$ cat src/rtl/lsu_dm_master.sv
// MEM-stage load/store unit: splits one CPU access into one or two word-aligned
// byte-lane data-memory beats and assembles/extends the load result.
module lsu_dm_master #(
    parameter int unsigned ADDR_W = 32
) (
    input  logic              clk,
    input  logic              rstn,
    input  logic              req_valid,
    output logic              req_ready,
    input  logic              req_we,
    input  logic [3:0]        req_dmtype,
    input  logic [ADDR_W-1:0] req_addr,
    input  logic [31:0]       req_wdata,
    output logic              mem_en,
    output logic [3:0]        mem_wea,
    output logic [ADDR_W-3:0] mem_addr,
    output logic [31:0]       mem_wdata,
    input  logic [31:0]       mem_rdata,
    output logic              resp_valid,
    output logic [31:0]       resp_rdata,
    output logic              resp_err
);

    typedef enum logic [2:0] {IDLE, BEAT0, BEAT1, WAIT, DONE} state_t;

    state_t      state;
    logic        we_q;
    logic        split_q;
    logic [3:0]  type_q;
    logic [1:0]  off_q;
    logic [3:0]  wea_hi_q;
    logic [31:0] wd_hi_q;
    logic [31:0] rd0_q;

    logic        in_legal;
    logic        in_split;
    logic [3:0]  in_mask;
    logic [3:0]  in_size;
    logic [7:0]  in_wea;
    logic [63:0] in_wd;
    logic [63:0] ld_cat;
    logic [31:0] ld_sh;
    logic [31:0] ld_ext;

    assign req_ready = (state == IDLE);

    always_comb begin
        in_legal = 1'b1;
        in_mask  = 4'h0;
        in_size  = 4'd0;
        case (req_dmtype)
            4'd0:       begin in_mask = 4'hF; in_size = 4'd4; end
            4'd1, 4'd2: begin in_mask = 4'h3; in_size = 4'd2; end
            4'd3, 4'd4: begin in_mask = 4'h1; in_size = 4'd1; end
            default:    in_legal = 1'b0;
        endcase
        in_split = ({2'b00, req_addr[1:0]} + in_size) > 4'd4;
        // Upper halves of the 8-lane / 64-bit shifts feed the second beat.
        in_wea   = {4'h0, in_mask} << req_addr[1:0];
        in_wd    = {32'h0, req_wdata} << {req_addr[1:0], 3'b000};
    end

    always_comb begin
        ld_cat = split_q ? {mem_rdata, rd0_q} : {32'h0, mem_rdata};
        ld_sh  = ld_cat[{off_q, 3'b000} +: 32];
        case (type_q)
            4'd1:    ld_ext = {{16{ld_sh[15]}}, ld_sh[15:0]};
            4'd2:    ld_ext = {16'h0, ld_sh[15:0]};
            4'd3:    ld_ext = {{24{ld_sh[7]}}, ld_sh[7:0]};
            4'd4:    ld_ext = {24'h0, ld_sh[7:0]};
            default: ld_ext = ld_sh;
        endcase
    end

    always_ff @(posedge clk or negedge rstn) begin
        if (!rstn) begin
            state      <= IDLE;
            mem_en     <= 1'b0;
            mem_wea    <= '0;
            mem_addr   <= '0;
            mem_wdata  <= '0;
            resp_valid <= 1'b0;
            resp_rdata <= '0;
            resp_err   <= 1'b0;
            we_q       <= 1'b0;
            split_q    <= 1'b0;
            type_q     <= '0;
            off_q      <= '0;
            wea_hi_q   <= '0;
            wd_hi_q    <= '0;
            rd0_q      <= '0;
        end else begin
            case (state)
                IDLE: if (req_valid) begin
                    we_q     <= req_we;
                    type_q   <= req_dmtype;
                    off_q    <= req_addr[1:0];
                    split_q  <= in_split;
                    wea_hi_q <= in_wea[7:4];
                    wd_hi_q  <= in_wd[63:32];
                    if (!in_legal) begin
                        state      <= DONE;
                        resp_valid <= 1'b1;
                        resp_err   <= 1'b1;
                        resp_rdata <= '0;
                    end else begin
                        state     <= BEAT0;
                        mem_en    <= 1'b1;
                        mem_addr  <= req_addr[ADDR_W-1:2];
                        mem_wea   <= req_we ? in_wea[3:0] : 4'h0;
                        mem_wdata <= in_wd[31:0];
                    end
                end
                BEAT0: begin
                    if (split_q) begin
                        state     <= BEAT1;
                        mem_addr  <= mem_addr + {{(ADDR_W-3){1'b0}}, 1'b1};
                        mem_wea   <= we_q ? wea_hi_q : 4'h0;
                        mem_wdata <= wd_hi_q;
                    end else begin
                        mem_en  <= 1'b0;
                        mem_wea <= '0;
                        if (we_q) begin
                            state      <= DONE;
                            resp_valid <= 1'b1;
                            resp_err   <= 1'b0;
                            resp_rdata <= '0;
                        end else begin
                            state <= WAIT;
                        end
                    end
                end
                BEAT1: begin
                    rd0_q   <= mem_rdata;
                    mem_en  <= 1'b0;
                    mem_wea <= '0;
                    if (we_q) begin
                        state      <= DONE;
                        resp_valid <= 1'b1;
                        resp_err   <= 1'b0;
                        resp_rdata <= '0;
                    end else begin
                        state <= WAIT;
                    end
                end
                WAIT: begin
                    state      <= DONE;
                    resp_valid <= 1'b1;
                    resp_err   <= 1'b0;
                    resp_rdata <= ld_ext;
                end
                DONE: begin
                    state      <= IDLE;
                    resp_valid <= 1'b0;
                end
                default: state <= IDLE;
            endcase
        end
    end

endmodule

$ cat config.mk
export PLATFORM = sky130hd
export DESIGN_NAME = lsu_dm_master
export DESIGN_NICKNAME = d
export VERILOG_FILES = /design/src/rtl/lsu_dm_master.sv
export SDC_FILE = /design/constraint.sdc
export NUM_CORES = 1
export LEC_CHECK = 0
export BUFFER_PORTS_ARGS = -buffer_cell sky130_fd_sc_hd__buf_2
export CORE_AREA = 5 5 168 130
export CTS_CLUSTER_SIZE = 14
export DETAILED_ROUTE_END_ITERATION = 10
export DIE_AREA = 0 0 173 135
export PLACE_DENSITY = 0.85
export SLEW_MARGIN = 0
export SYNTH_ARGS = -nofsm -noshare
export SYNTH_HDL_FRONTEND = slang
export SYNTH_SLANG_ARGS = --single-unit
$ cat constraint.sdc
create_clock -name clk -period 2.55 [get_ports clk]
set_input_delay 0.255 -clock clk [delete_from_list [all_inputs] [get_ports clk]]
set_output_delay 0.255 -clock clk [all_outputs]
set_load 0.01 [all_outputs]
==> results of run 1 <==
## placed cells by master (no fill, tap or decap), types with 3 or more instances in the layout
cell type  netlist  layout
buf_2           32     204
dfrtp_1        171     170
nand2_1        152     152
o21ai_0         79      79
nor2_1          76      76
mux2_2          65      65
a21oi_1         64      64
mux2i_1         45      45
buf_4            3      25
a22oi_1         24      24
nand3_1         23      23
o31ai_1         21      21
a211oi_1        20      20
clkbuf_16        0      17
mux4_2          15      15
nor3_1          14      14
o22ai_1         14      14
nor2b_1         13      13
inv_1           12      12
o211ai_1         9       9
a221oi_1         9       9
a31oi_1          8       8
o2111ai_1        8       8
and3_1           6       6
o22a_1           6       6
buf_12           0       6
nand4_1          5       5
inv_6            0       5
and2_1           4       4
or3_1            4       4
nor4_1           4       4
a21o_1           4       4
or2_2            3       3
xnor2_1          3       3
nand3b_1         3       3
o2bb2ai_1        3       3
a31o_2           3       3
a41o_1           3       3
ha_1             3       3
bufinv_16        0       3
## metrics by stage
step           power [mW]  instances  utilization, %  setup WS [ns]  hold WS [ns]
6_report             13.9       1477            59.1          0.354        0.0803
5_1_grt              14.7       1477            59.1          0.219        0.0796
4_1_cts              13.8       1476            59.1          0.401        0.0626
3_5_place_dp         11.0       1443            55.9          0.374         0.298
3_3_place_gp         10.8       1443            55.9          0.390         0.290
2_1_floorplan        8.88       1039               -          0.443       -0.0406
## final cells by class
class | count | share of cell area, %
clock buffer | 19 | 3.85
antenna | 1 | 0.0213
inverter | 13 | 0.414
multi-input combinational | 765 | 43.7
timing repair buffer | 237 | 11.5
tap | 258 | 2.74
sequential | 171 | 36.4
clock inverter | 13 | 1.49
## worst max-delay path, stage by stage, from the launching register on
cell	delay [ns]
dfrtp_1	0.61
clkinv_1	0.25
buf_4	0.25
nand3_1	0.08
nand4_1	0.16
or4_1	0.68
nand2_1	0.12
## kinds of logic after synthesis
group | after synthesis | share of synthesized area [%]
simple gates | 331 | 15.7
compound gates | 301 | 20.0
flops | 171 | 43.5
mux | 125 | 15.5
buf+inv | 103 | 4.45
xor+xnor | 4 | 0.356
fa+ha+maj | 4 | 0.585
## worst paths after layout
check                                 end  slack (ns)          start
max in group asynchronous     wd_hi_q[20]        1.39           rstn
setup / recovery           resp_rdata[10]        0.35        split_q
hold reg to reg             resp_rdata[4]        0.47  resp_rdata[4]
min in group asynchronous    mem_addr[25]        0.37           rstn
hold / removal                mem_addr[1]        0.08    req_addr[3]
setup reg to reg           resp_rdata[10]        0.35        split_q
## power by group through the flow
| stage | clock (mW) | sequential, mW | combinational (mW) |
|---|---|---|---|
| final | 2.78 | 4.80 | 6.31 |
| after global routing | 2.91 | 4.94 | 6.89 |
| after CTS | 2.81 | 4.76 | 6.28 |
| after detailed placement | 0 | 4.80 | 6.24 |
| after global placement | 0 | 4.74 | 6.05 |
| after floorplan | 0 | 4.78 | 4.10 |
## Yosys cell counts (all sizes together) (3+ instances only)
master and instances:
dfrtp 171, nand2 152, o21ai 80, nor2 77
mux2 65, a21oi 64, clkbuf 49, mux2i 45
buf 41, a22oi 24, nand3 24, o31ai 22
a211oi 21, nor3 16, mux4 15, o22ai 14
nor2b 13, inv 12, a221oi 9, o211ai 9
a31oi 8, o2111ai 8, nor4 7, and3 6
nand4 6, o22a 6, a21o 4, and2 4
or2 4, or3 4, a31o 3, a41o 3
ha 3, nand3b 3, nor3b 3, o2bb2ai 3
or3b 3, xnor2 3
## timing repair
item | in CTS | in global routing
gates resized for setup | 0 | 0
endpoints found under the hold margin | 60 | 0
hold buffers | 1 | 0
## state kept, by name, indices dropped and copies added, names as in the netlist, 2 cells and up
| name | flops |
|---|---|
| wea_hi_q | 3 |
| mem_wea | 4 |
| off_q | 2 |
| resp_rdata | 32 |
| state | 3 |
| type_q | 4 |
| mem_wdata | 32 |
| mem_addr | 30 |
| rd0_q | 32 |
| wd_hi_q | 24 |
## routing by layer
metal  vias to the layer above  GRT usage (%)
met1                      4364           35.1
met4                         6           5.76
li1                       4138              -
met2                       484           36.6
met5                         -              0
met3                        35           6.05
==> summary.txt, run 1 <==
Synth
  – Ys flop type: dfrtp_1
  – Mapped Nets: 1147
  – Async S/R FF share, synth: 100%
  – Mapped cell area: 9840 um^2
  – Synth Area per Inst: 9.47 um^2
  – Cells after Synth: 1039
  – Synth cell types: 79
  – Post-synth EDFFs: 0
  – Cell taking the most area after synthesis: dfrtp_1
  – Top-area cell type share of the netlist area: 43.5%
  – Ranking of synthesized cells by area: dfrtp_1 (43%), mux2_2 (7.4%), nand2_1 (5.8%)
  – Yosys warns: 0
  – Sequential share of the synthesized area: 43.5%
  – Synthesis-stage register bit count: 171

Cells and area
  – Area growth syn-to-layout: 19.6%
  – Final nets: 1313
  – Register area: 4280 um^2
  – Layout cell share with drive strength beyond 1: 30.6%
  – Final Cell Area: 11800 um^2
  – FILL cells: 1645
  – Multi-input gate area: 5140 um^2

Global route
  – Vias in the first global route: 8344
  – Largest net degree at the start of global routing: 79
  – Gr usage total: 24.2%
  – Initial antenna violation count: 4
  – First-pass GRT wire length: 45900 um
  – Gr ovfl total: 0

Drt
  – Via count: 9027
  – DR vias/cell: 6.11
  – Met3 WL: 2880 um
  – Max layer used: met5
  – Average wire per standard cell: 19.7 um
  – M1 WL: 12600 um
  – Drc violations: 0
  – Detailed Route Iter0 Violations: 1131
  – Drt total wl: 29000 um
  – Drt pass-1 iters: 5
  – Met2 WL post-DR: 13100 um
  – Post-route ant nets: 0

Worst setup path
  – Req. time, crit path: 2.91 ns
  – CP arrival: 2.55 ns
  – Endpoint class of the critical path: flop
  – Reg2reg path depth: 6
  – Crit Path Max Fanout: 15
  – Setup crit start kind: flop
  – Setup Crit Path Kind: flop to flop

Floorplanning
  – Starting Density: 49.4%
  – Die Span Y: 135 um
  – Die X-Extent: 173 um
  – Die area: 23400 um^2
  – I/O Pins: 206
  – FP Rows: 45
  – CORE AREA: 19900 um^2

Pwr
  – Total net switching power: 5.82 mW
  – Seq pwr share: 34.5%
  – Clock Power Share: 20.0%
  – Comb power frac: 45.5%
  – Peak VDD IR: 0.000421 V
  – Power Density: 1180 nW/um^2
  – Sw frac: 41.9%
  – Pleak: 5.38 nW
  – P_int: 8.07 mW

Clock network
  – CTS tree: yes
  – Clock Sinks: 171
  – Clk slew on worst S/H paths: 0.07 ns
  – CTS Buf Count: 17
  – H-Tree Depth: 4
  – CTS root buf: clkbuf_16
  – Postcts setup bufs: 0
  – Worst-skew pair later-pin latency: 0.43 ns
  – Clock tree buffer depth: 2

Status
  – Outcome: complete, no violations

Hold path
  – Hold Crit Depth: 3
  – Hold Crit Class: input port to flop

STA
  – Max_slew headroom: 31.6%
  – Setup TNS: 0 ns
  – Final Hold Fails: 0
  – Fin crit share: 86.1%
  – Fin. max-slew vios: 0
  – Worst slew pin tran: 1.02 ns
  – RSZ-0062 raised after global routing: no
  – Layout Skew: 0.0163 ns
  – Fmax achieved: 455 MHz
  – Fin crit period: 2.20 ns
  – Final setup vio count: 0

Placement
  – RePlAce Congestion: 0.904
  – PortBufs: 205
  – Placed instance area: 11100 um^2
  – Post-DP HPWL: 20700 um

Run
  – Max_cap viols: 0
No activity file was read; power rests on OpenSTA's default activity.
==> run 2: changes to the inputs <==
--- a/config.mk
+++ b/config.mk
@@ -10,7 +10,7 @@
 export CTS_CLUSTER_SIZE = 14
 export DETAILED_ROUTE_END_ITERATION = 10
 export DIE_AREA = 0 0 173 135
-export PLACE_DENSITY = 0.85
+export PLACE_DENSITY = 0.88
 export SLEW_MARGIN = 0
 export SYNTH_ARGS = -nofsm -noshare
 export SYNTH_HDL_FRONTEND = slang
==> constraint.sdc (replaced) <==
create_clock -name clk -period 1.9 [get_ports clk]
set_input_delay 0.19 -clock clk [delete_from_list [all_inputs] [get_ports clk]]
set_output_delay 0.19 -clock clk [all_outputs]
set_load 0.01 [all_outputs]
==> run 2 against run 1 <==
Compared with the run above:
- the flow now finishes with violations (setup timing)
- global-route usage up 1.4 points
- combinational power up 79%
- final area up 12%
- via count up 13%
- worst setup slack worse by 0.53 ns
- clock skew down 0.0021 ns
- maximum frequency up 5.5%
- sequential power up 35%
- count of clock-buffer cells in the layout down 1
- total power up 52%
==> summary.txt, run 2 (synthesis results as in run 1) <==
Floorplanning
  – Die X-Extent: 173 um (unchanged)
  – Starting Density: 49.4% (unchanged)
  – CORE AREA: 19900 um^2 (unchanged)
  – I/O Pins: 206 (unchanged)
  – Die area: 23400 um^2 (unchanged)
  – FP Rows: 45 (unchanged)
  – Die Span Y: 135 um (unchanged)

Status
  – Outcome: finished with violations
  – Violated checks: setup timing

Worst setup path
  – FF-to-FF Start: split_q
  – Req. time, crit path: 2.20 ns (-0.71 ns)
  – Crit Path Max Fanout: 8 (-7)
  – Setup Crit Path Kind: flop to flop
  – CP arrival: 2.38 ns (-0.17 ns)
  – Endpoint class of the critical path: flop
  – Setup crit start kind: flop
  – Worst Setup SP: split_q

Pwr
  – Peak VDD IR: 0.000761 V (+81%)
  – Total net switching power: 9.20 mW (+58%)
  – Comb power frac: 53.4% (+7.9 points)
  – Power Density: 1600 nW/um^2 (+36%)
  – P_int: 11.9 mW (+47%)
  – Sw frac: 43.7% (+1.8 points)
  – Pleak: 6.02 nW (+12%)
  – Seq pwr share: 30.8% (-3.7 points)
  – Clock Power Share: 15.8% (-4.2 points)

Global route
  – Vias in the first global route: 8938 (+7.1%)
  – Gr usage total: 25.5% (+1.4 points)
  – Largest net degree at the start of global routing: 105 (+33%)
  – Gr ovfl total: 0 (unchanged)
  – Initial antenna violation count: 12 (+8)
  – First-pass GRT wire length: 48700 um (+6.1%)

Clock network
  – H-Tree Depth: 4 (unchanged)
  – CTS root buf: clkbuf_16
  – CTS Buf Count: 17 (unchanged)
  – Clock Sinks: 171 (unchanged)
  – Worst-skew pair later-pin latency: 0.43 ns (about the same)
  – Clock tree buffer depth: 2 (unchanged)
  – Clk slew on worst S/H paths: 0.07 ns (about the same)
  – CTS tree: yes

Drt
  – Drc violations: 0 (unchanged)
  – Drt pass-1 iters: 6 (+1)
  – Post-route ant nets: 0 (unchanged)
  – Average wire per standard cell: 22.0 um (+12%)
  – Via count: 10200 (+13%)
  – Drt total wl: 34600 um (+19%)
  – Detailed Route Iter0 Violations: 1389 (+23%)
  – DR vias/cell: 6.47 (+5.9%)

STA
  – Worst slew pin tran: 0.633 ns (-0.390 ns)
  – Max_slew headroom: 57.8% (+26 points)
  – Final Hold Fails: 0 (unchanged)
  – Fin crit share: 110% (+23 points)
  – Final worst slack: -0.181 ns (-0.535 ns)
  – Fin crit period: 2.08 ns (-0.115 ns)
  – Fmax achieved: 481 MHz (+5.5%)
  – RSZ-0062 raised after global routing: yes
  – Layout Skew: 0.0142 ns (-0.00208 ns)
  – Fin. max-slew vios: 0 (unchanged)
  – Final setup vio count: 41 (+41)

Placement
  – # placed instances: 1496 (+3.7%)
  – Post-DP HPWL: 21600 um (+4.4%)
  – PortBufs: 205 (unchanged)
  – RePlAce Congestion: 0.930 (+2.8%)

Cells and area
  – Fin cells: 1571 (+6.4%)
  – Most common cell after layout, fill and taps aside: buf_2
  – Most frequent cells in the layout: buf_2 (204), dfrtp_1 (169), nand2_1 (148)
  – Final nets: 1401 (+6.7%)
  – Biggest regs: mem_wdata x32, rd0_q x32, resp_rdata x32
  – Area growth syn-to-layout: 33.7%
  – Final core utilization: 66.0% (+7.0 points)
  – Layout cell share with drive strength beyond 1: 41.0% (+10 points)

Hold path
  – Launch point of the worst hold path: req_addr[17]
  – Hold Crit Class: input port to flop

Run
  – Max_cap viols: 0 (unchanged)
run 2: changes by cell type in the layout (fill, tap and decap cells not counted), sizes merged, moves of 3 or more:
cell and delta:
clkinvlp +3, buf +79, clkbuf +5, diode +6, bufinv -3, clkinv +3
run 2: final cells by class:
type | count | area (um^2)
Fill cell | 1379 | 6770
Multi-Input combinational cell | 766 | 5620
Sequential cell | 171 | 4280
Timing Repair Buffer | 324 | 2310
Clock buffer | 18 | 439
Tap cell | 258 | 323
Clock inverter | 14 | 113
Inverter | 13 | 52.6
Antenna cell | 7 | 17.5
run 2: layer usage:
metal | global-route usage, % | wire length (um)
met5 | 0 | 69
met4 | 8.15 | 1280
met3 | 7.22 | 3910
met2 | 38.8 | 15800
met1 | 35.6 | 13500
run 2: final timing paths:
path | end | depth (start not counted) | slack [ns]
max | resp_rdata[17] | 5 | -0.18
min | mem_addr[15] | 3 | 0.01
max reg2reg | resp_rdata[17] | 5 | -0.18
min reg2reg | mem_wdata[30] | 2 | 0.46
max in group asynchronous | rd0_q[15] | 3 | 1.04
min in group asynchronous | mem_addr[8] | 3 | 0.33
run 2: worst max-delay path: stages, from the launching register on:
cell       delay, ns
dfrtp_2         0.53
clkbuf_16       0.22
buf_4           0.12
mux4_2          0.50
a211oi_1        0.44
o31ai_1         0.14
run 2: repair_timing:
item                                    in CTS  in global routing
hold buffers                                 3                  0
hold endpoints to repair                   173                  0
pin swaps                                    2                 34
resized for setup                           10                115
gates cloned                                 0                  9
endpoints found under the setup margin      41                 74
buffers inserted                             1                 23
run 2: per-stage QoR:
stage	setup slack, ns	area [um^2]	setup TNS, ns	hold WS (ns)	power, mW
global placement	-0.126	11600	-0.236	0.215	15.1
detailed placement	-0.200	11600	-1.13	0.217	15.5
global route	-0.197	13200	-4.95	0.0157	22.0
finish	-0.181	13200	-2.23	0.0126	21.1
floorplan	-0.0694	9850	-0.119	-0.106	11.9
CTS	-0.0545	12300	-0.307	0.00766	19.0
run 2: power groups by stage:
| stage | Combinational, mW | Clock [mW] | Sequential [mW] |
|---|---|---|---|
| CTS | 9.39 | 3.33 | 6.29 |
| floorplan | 5.51 | 0 | 6.42 |
| global placement | 8.90 | 0 | 6.24 |
| finish | 11.3 | 3.32 | 6.49 |
| global route | 12.0 | 3.47 | 6.62 |
| detailed placement | 9.19 | 0 | 6.35 |
